[src/rtl/cpu_types_pkg.sv]
// Shared types for the cache-to-RAM arbiter: arbiter states, RAM status
// encoding and the machine word.
package cpu_types_pkg;

  typedef logic [31:0] word_t;

  typedef enum logic [1:0] {
    RAM_FREE   = 2'd0,
    RAM_BUSY   = 2'd1,
    RAM_ACCESS = 2'd2,
    RAM_ERROR  = 2'd3
  } ramstate_t;

  typedef enum logic {
    IDLE = 1'b0,
    OWN  = 1'b1
  } arb_state_t;

endpackage

[src/rtl/rr_picker.sv]
// Combinational one-hot pick of the first set request bit strictly after
// ptr, wrapping modulo N.
module rr_picker #(
  parameter int N  = 2,
  parameter int PW = 1
) (
  input  logic [N-1:0]  req,
  input  logic [PW-1:0] ptr,
  output logic [N-1:0]  gnt
);

  int   idx;
  logic found;

  always_comb begin
    gnt   = '0;
    found = 1'b0;
    idx   = 0;
    for (int off = 1; off <= N; off++) begin
      idx = (int'(ptr) + off) % N;
      if (!found && req[idx]) begin
        gnt[idx] = 1'b1;
        found    = 1'b1;
      end
    end
  end

endmodule

[src/rtl/mem_arbiter.sv]
// Single-port RAM arbiter for CPUS icaches and CPUS dcaches; holds the grant
// across block transfers. Define MEM_ARBITER_RR_EN for round-robin core ties.
//
// state | meaning
// IDLE  | no owner, strobes low, pick next requester
// OWN   | owner drives RAM, everyone else waits
module mem_arbiter
  import cpu_types_pkg::*;
#(
  parameter int CPUS    = 2,
  parameter int MAXHOLD = 4
) (
  input  logic                 CLK,
  input  logic                 RST,
  input  logic [CPUS-1:0]      iREN,
  input  logic [CPUS*32-1:0]   iaddr,
  output logic [CPUS*32-1:0]   iload,
  output logic [CPUS-1:0]      iwait,
  input  logic [CPUS-1:0]      dREN,
  input  logic [CPUS-1:0]      dWEN,
  input  logic [CPUS*32-1:0]   daddr,
  input  logic [CPUS*32-1:0]   dstore,
  output logic [CPUS*32-1:0]   dload,
  output logic [CPUS-1:0]      dwait,
  output logic                 ramREN,
  output logic                 ramWEN,
  output logic [31:0]          ramaddr,
  output logic [31:0]          ramstore,
  input  logic [31:0]          ramload,
  input  logic [1:0]           ramstate
);

  localparam int CW = (CPUS > 1) ? $clog2(CPUS) : 1;
  localparam int HW = $clog2(MAXHOLD + 1);

  arb_state_t      state_q, state_d;
  logic            owner_is_d_q, owner_is_d_d;
  logic [CW-1:0]   owner_core_q, owner_core_d;
  logic [HW-1:0]   hold_q, hold_d;
  logic [CW-1:0]   ptr;

  logic [CPUS-1:0] wen_oh, ren_oh, i_oh, sel_oh;
  logic            sel_is_d;
  logic [CW-1:0]   sel_idx;
  logic            owner_req;
  logic            access;
  word_t           owner_addr, owner_store;

`ifdef MEM_ARBITER_RR_EN
  logic [CW-1:0]   last_q, last_d;
  assign ptr = last_q;
`else
  // Pointer parked on the top core so the picker always favours core 0.
  assign ptr = CW'(CPUS - 1);
`endif

  rr_picker #(.N(CPUS), .PW(CW)) u_pick_wen (.req(dWEN), .ptr(ptr), .gnt(wen_oh));
  rr_picker #(.N(CPUS), .PW(CW)) u_pick_ren (.req(dREN), .ptr(ptr), .gnt(ren_oh));
  rr_picker #(.N(CPUS), .PW(CW)) u_pick_i   (.req(iREN), .ptr(ptr), .gnt(i_oh));

  assign iload  = {CPUS{ramload}};
  assign dload  = {CPUS{ramload}};
  assign access = (ramstate_t'(ramstate) == RAM_ACCESS);

  always_comb begin
    state_d      = state_q;
    owner_is_d_d = owner_is_d_q;
    owner_core_d = owner_core_q;
    hold_d       = hold_q;
`ifdef MEM_ARBITER_RR_EN
    last_d       = last_q;
`endif
    iwait        = '1;
    dwait        = '1;
    ramREN       = 1'b0;
    ramWEN       = 1'b0;
    ramaddr      = '0;
    ramstore     = '0;
    sel_oh       = '0;
    sel_is_d     = 1'b0;
    sel_idx      = '0;
    owner_req    = 1'b0;
    owner_addr   = '0;
    owner_store  = '0;

    case (state_q)
      IDLE: begin
        if (|dWEN) begin
          sel_oh   = wen_oh;
          sel_is_d = 1'b1;
        end else if (|dREN) begin
          sel_oh   = ren_oh;
          sel_is_d = 1'b1;
        end else if (|iREN) begin
          sel_oh   = i_oh;
        end
        for (int i = 0; i < CPUS; i++) begin
          if (sel_oh[i]) sel_idx = CW'(i);
        end
        if (|sel_oh) begin
          state_d      = OWN;
          owner_is_d_d = sel_is_d;
          owner_core_d = sel_idx;
          hold_d       = '0;
        end
      end

      OWN: begin
        if (owner_is_d_q) begin
          owner_addr                = daddr[int'(owner_core_q)*32 +: 32];
          owner_store               = dstore[int'(owner_core_q)*32 +: 32];
          ramREN                    = dREN[owner_core_q];
          ramWEN                    = dWEN[owner_core_q];
          ramstore                  = owner_store;
          dwait[owner_core_q]       = ~access;
          owner_req                 = dREN[owner_core_q] | dWEN[owner_core_q];
        end else begin
          owner_addr                = iaddr[int'(owner_core_q)*32 +: 32];
          ramREN                    = iREN[owner_core_q];
          iwait[owner_core_q]       = ~access;
          owner_req                 = iREN[owner_core_q];
        end
        ramaddr = owner_addr;

        if (access) hold_d = hold_q + 1'b1;

        if (!owner_req || (access && hold_q == HW'(MAXHOLD - 1))) begin
          state_d = IDLE;
          hold_d  = '0;
`ifdef MEM_ARBITER_RR_EN
          last_d  = owner_core_q;
`endif
        end
      end

      default: state_d = IDLE;
    endcase
  end

  always_ff @(posedge CLK) begin
    if (RST) begin
      state_q      <= IDLE;
      owner_is_d_q <= 1'b0;
      owner_core_q <= '0;
      hold_q       <= '0;
`ifdef MEM_ARBITER_RR_EN
      last_q       <= CW'(CPUS - 1);
`endif
    end else begin
      state_q      <= state_d;
      owner_is_d_q <= owner_is_d_d;
      owner_core_q <= owner_core_d;
      hold_q       <= hold_d;
`ifdef MEM_ARBITER_RR_EN
      last_q       <= last_d;
`endif
    end
  end

endmodule

[config.mk]
export PLATFORM = sky130hd
export DESIGN_NAME = mem_arbiter
export DESIGN_NICKNAME = d
export VERILOG_FILES = /design/src/rtl/cpu_types_pkg.sv /design/src/rtl/rr_picker.sv /design/src/rtl/mem_arbiter.sv
export SDC_FILE = /design/constraint.sdc
export NUM_CORES = 1
export LEC_CHECK = 0
export BUFFER_PORTS_ARGS = -buffer_cell sky130_fd_sc_hd__buf_2
export CAP_MARGIN = 20
export CORE_AREA = 5 5 165 167
export DETAILED_ROUTE_END_ITERATION = 8
export DIE_AREA = 0 0 170 172
export GPL_ROUTABILITY_DRIVEN = 0
export PLACE_DENSITY = 0.45
export SYNTH_ARGS = -nofsm -noshare
export SYNTH_HDL_FRONTEND = slang
export SYNTH_SLANG_ARGS = --single-unit
[constraint.sdc]
create_clock -name CLK -period 3.66 [get_ports CLK]
set_input_delay 0.366 -clock CLK [delete_from_list [all_inputs] [get_ports CLK]]
set_output_delay 0.366 -clock CLK [all_outputs]
set_load 0.03 [all_outputs]
; After elaboration in Yosys (flattened, before gate mapping)
; Cells that the tools add are included.
[word_totals]
regBits = 6
inputBits = 234
wordCells = 80
[classes]
n_addsub = 1
n_lt_le_gt_ge = 2
eq_ne = 4
shift = 3
mux = 45
n_bitwise = 5
reduce_logical = 16
[ops]
columns = op, count
row1 = $shiftx 64x7->32, 3
row2 = $mux 32, 4
row3 = $mux 1, 24
row4 = $mux 2, 11
row5 = $mux 3, 3
row6 = $reduce_or 2->1, 4
row7 = $pmux 3 s2, 1
row8 = $logic_and 1x1->1, 5
row9 = $logic_not 1->1, 4
row10 = $reduce_and 2->1, 2
row11 = $add 3x1->3 const B, 1
row12 = $eq 3x2->1 const B, 1
row13 = $ne 3x1->1 const B, 1
row14 = $eq 2x2->1 const B, 1
row15 = $lt 1x2->1 const B, 1
row16 = $ne 2x2->1 const B, 1
row17 = $not 1->1, 2
row18 = $not 2->2, 1
row19 = $or 2x2->2, 1
row20 = $pmux 1 s2, 1
row21 = $demux 1 s1, 1
row22 = $ge 1x1->1 const B, 1
row23 = $logic_or 1x1->1, 1
row24 = $or 1x1->1, 1

; Depth between registers and ports, before layout
[logic_depth]
ltp_word = 11
ltp_mapped = 5
mapped_depth_nobuf = 4

; By module
; From an unflattened synthesis, not the netlist that was laid out.
[hier_totals]
hier_cells = 341
area_unflattened_um2 = 2967.8
[by_module_without_submodules]
columns = mod, n_inst, cells_each, area_each_um2, seq_area_each_um2
row1 = mem_arbiter, 1, 332, 2911.5, 120.1
row2 = rr_picker, 3, 3, 18.8, 0.0

; Worst setup path before layout
; Ideal clock, no wire load.
[synth_timing]
path_kind = register -> output
start = register owner_is_d_q
end = output port ramaddr[10]
arrival_time_ns = 1.581
path_slack_ns = 1.713
stages_incl_launch_ff = 5
n_path_buf = 2
cell_sequence = dfxtp_1 -> buf_6 -> buf_2 -> mux4_2 -> and2_1
[synth_via]
elab_chain_len = 2
[synth_lines]
columns = item, line
row1 = start: declaration, mem_arbiter.sv:37  ; logic owner_is_d_q, owner_is_d_d;
row2 = start signal: assignment, mem_arbiter.sv:151  ; owner_is_d_q <= owner_is_d_d;
row3 = $mux 32, mem_arbiter.sv:109  ; if (owner_is_d_q) begin
row4 = $mux 32, mem_arbiter.sv:86  ; case (state_q)
row5 = end: declaration, mem_arbiter.sv:27  ; output logic [31:0] ramaddr,
; Every way passes these cells.

; Final worst setup path
[layout_timing]
start = register owner_is_d_q
end = output port ramaddr[0]
; The elaborated chain is that of the path after synthesis.

==> impl_results.md <==
* Status: finished clean
* Yosys cell types at 35
* Leakage power at 1.79 nW
* RSZ-0062 raised after global routing: no
* Die Area at 29200 um2
* Max_cap viols at 0
* Tmin final at 2.35 ns
* Port Buffers at 271
* Initial antenna violation count at 4
* Setup WS post-layout at 1.31 ns
* Hold slack at 0.395 ns
* FF-to-FF End: hold_q[2]$_SDFFE_PP0P_
* Main synth FF type: dfxtp_1
* H-Tree Depth at 1
* Worst Hold Path Cells at 2
* Slew HR at 45.2%
* Die width at 170 um
* Dominant cells by area after synthesis: buf_4 (34%), mux4_2 (24%), mux2i_1 (11%), and2_1 (7.5%), nor2_1 (4.7%)
* Detailed-route via count at 2759
* Vias per inst at 3.47
* Syn avg cell area at 8.72 um2
* Count leader, synth: buf_4
* Final Hold Vio Count at 0
* Synth-to-Final Area Change at 30.3%
* DRT Wirelength at 13800 um
* Synth Cell Area at 2850 um2
* Critical R2R Launch: owner_is_d_q$_SDFFE_PP0P_
* Number of global-route vias before repair at 2867
* Gr ovfl total at 0
* Worst path bufs/invs at 2
* Maximum achievable frequency at 0.425 GHz
* Startpoint types: flip-flop
* Clk_lat worst skew at 0.23 ns
* Setup WS pre-CTS at 1.45 ns
* Critical Path AT at 1.99 ns
* Sequential-to-total area share from yosys stat at 4.21%
* Mapped Cells at 327
* Cts bufs inserted at 3
* Root buf cell: clkbuf_16
* HPWL after detailed placement at 12000 um
* Row count at 59
* Residual DRC count at 0
* Final net count at 695
* Setup CP Type: flip-flop to primary output
* Period utilization at 64.3%
* Max clock buf depth at 2
* Hold Path End: owner_core_q$_SDFFE_PP0P_
* Ys Warns at 0
* Pin count of the biggest net entering global routing at 39
* Yosys reg bits at 6
* Biggest area consumer among synthesized cells: buf_4
* PwrDens at 212 nW/um2
* Die Y-Extent at 172 um
* Clock Sinks at 6
* # setup viols final at 0
* Resize count post-CTS at 0
* Synth async-reset ratio at 0%
* Reg2Reg Setup Slack at 1.54 ns
* Share of cells above drive strength 1 at 68.8%
* Clock-pin transition on the worst setup and hold timing paths at 0.04 ns
* CTS tree: yes
* CTS hold repair buffers at 0
* EDFF count, synth at 0
* CP endpoint kind: primary output
* Final max-slew violation count at 0
* Synth Net Count at 563
* First-iteration detailed-routing DRC count at 88
* Detailed Routing Iterations Pass 1 at 4
* Hold path startpoint: RST
* Post-CTS setup buffers at 0
* Commonest cells in the netlist: buf_4 (128), nor2_1 (36), and2_1 (34)
* Min-delay worst type: input pin to flip-flop
* First-pass GRT wire length at 18200 um
* Area of the core at 25600 um2
* R2R cell count at 5
* Post-route ant nets at 0
* Final Skew at 0.00344 ns
* CP max stage delay at 0.60 ns
* Worst EP required at 3.29 ns
* Setup TNS at 0 ns
* IO Count at 432
* GR Util All Layers at 8.28%
* Starting density of the core at 11.1%
* CP max FO at 30
* Worst-path cell chain: buf_12 -> mux4_1 -> and2_1 -> buf_2
* VDD IR-drop max at 0.0901 mV
* Critical path's slowest cell: mux4_1
* Kind of cell adding the most delay to the critical path: multiplexers
* DR WL/cell at 17.4 um
* Worst slew pin tran at 0.822 ns
* Share of the synthesized area in the top cell type at 33.7%
==> worst reg2reg max path: cells and delay by family (launching register included) <==
kind | cells | cell delay (ns)
simple gates | 1 | 0.24
compound gates | 2 | 0.57
buf+inv | 1 | 0.29
mux | 1 | 0.39
flops | 1 | 0.51
==> layer usage <==
| metal | wire (um) | up-vias | GRT usage (%) | share of wire [%] |
|---|---|---|---|---|
| met5 | 13 | - | 0 | 0.094 |
| li1 | - | 1262 | - | - |
| met3 | 1950 | 52 | 2.95 | 14 |
| met1 | 4860 | 1208 | 9.43 | 35 |
| met4 | 575 | 2 | 3.78 | 4.2 |
| met2 | 6440 | 235 | 14.0 | 46 |
==> area by class of cell <==
type                       count  area [um2]
fill                        2971       21900
clock buffer                   4        78.8
timing repair buffer         275        1410
sequential                     6         125
tap                          335         419
multi-input combinational    170        1670
inverter                       3        11.3
antenna                        1        2.50
==> cell families (layout without fill, tap and decap cells) <==
family | after synthesis | in the layout | share of synthesized area [%]
DFF | 6 | 6 | 4.21
other | 0 | 1 | 0
and+or+nand+nor | 88 | 88 | 16.2
AOI/OAI and AO/OA | 13 | 13 | 3.47
adders and majority gates | 2 | 2 | 0.877
buffers and inverters | 151 | 282 | 37.3
muxes | 67 | 67 | 37.9
==> metrics by stage <==
stage,cell area [um2],cells,utilization (%),power (mW)
after global placement,3630,789,14.2,0.616
after floorplan,2850,327,-,0.656
after global routing,3710,793,14.5,0.843
after CTS,3710,793,14.5,0.807
after detailed placement,3630,789,14.2,0.618
final,3720,794,14.5,0.789
==> power by group <==
group	leakage (nW)	switching (mW)	internal [mW]
Combinational	1.70	0.265	0.245
Sequential	0.0501	0.0247	0.0693
Clock	0.0382	0.0396	0.145
==> placed cells by master, fill, tap and decap left out, types with 3 or more instances in the layout <==
master	netlist	routed
mux4_2	30	30
mux2i_1	32	32
nor2_1	36	36
nand2_1	3	3
nand2b_1	4	4
and2_1	34	34
a21oi_1	3	3
buf_2	8	271
inv_1	3	3
nor2b_1	3	3
clkbuf_16	0	3
dfxtp_1	6	4
==> sequential cells by signal, indices dropped and copies added (netlist names) <==
register / cells
hold_q: 3
owner_core_q: 1
state_q: 1
owner_is_d_q: 1
==> worst max path at each step <==
| stage | from | endpoint | slack, ns | cells after the start |
|---|---|---|---|---|
| 2_1_floorplan | owner_is_d_q$_SDFFE_PP0P_ | ramaddr[10] | 1.71 | 4 |
| 3_3_place_gp | owner_is_d_q$_SDFFE_PP0P_ | ramaddr[0] | 1.47 | 4 |
| 3_5_place_dp | owner_is_d_q$_SDFFE_PP0P_ | ramaddr[0] | 1.45 | 4 |
| 4_1_cts | owner_is_d_q$_SDFFE_PP0P_ | ramaddr[0] | 1.22 | 4 |
| 5_1_grt | owner_is_d_q$_SDFFE_PP0P_ | ramaddr[0] | 1.16 | 4 |
| 6_report | owner_is_d_q$_SDFFE_PP0P_ | ramaddr[0] | 1.31 | 4 |
(Power assumes the default switching activity.)
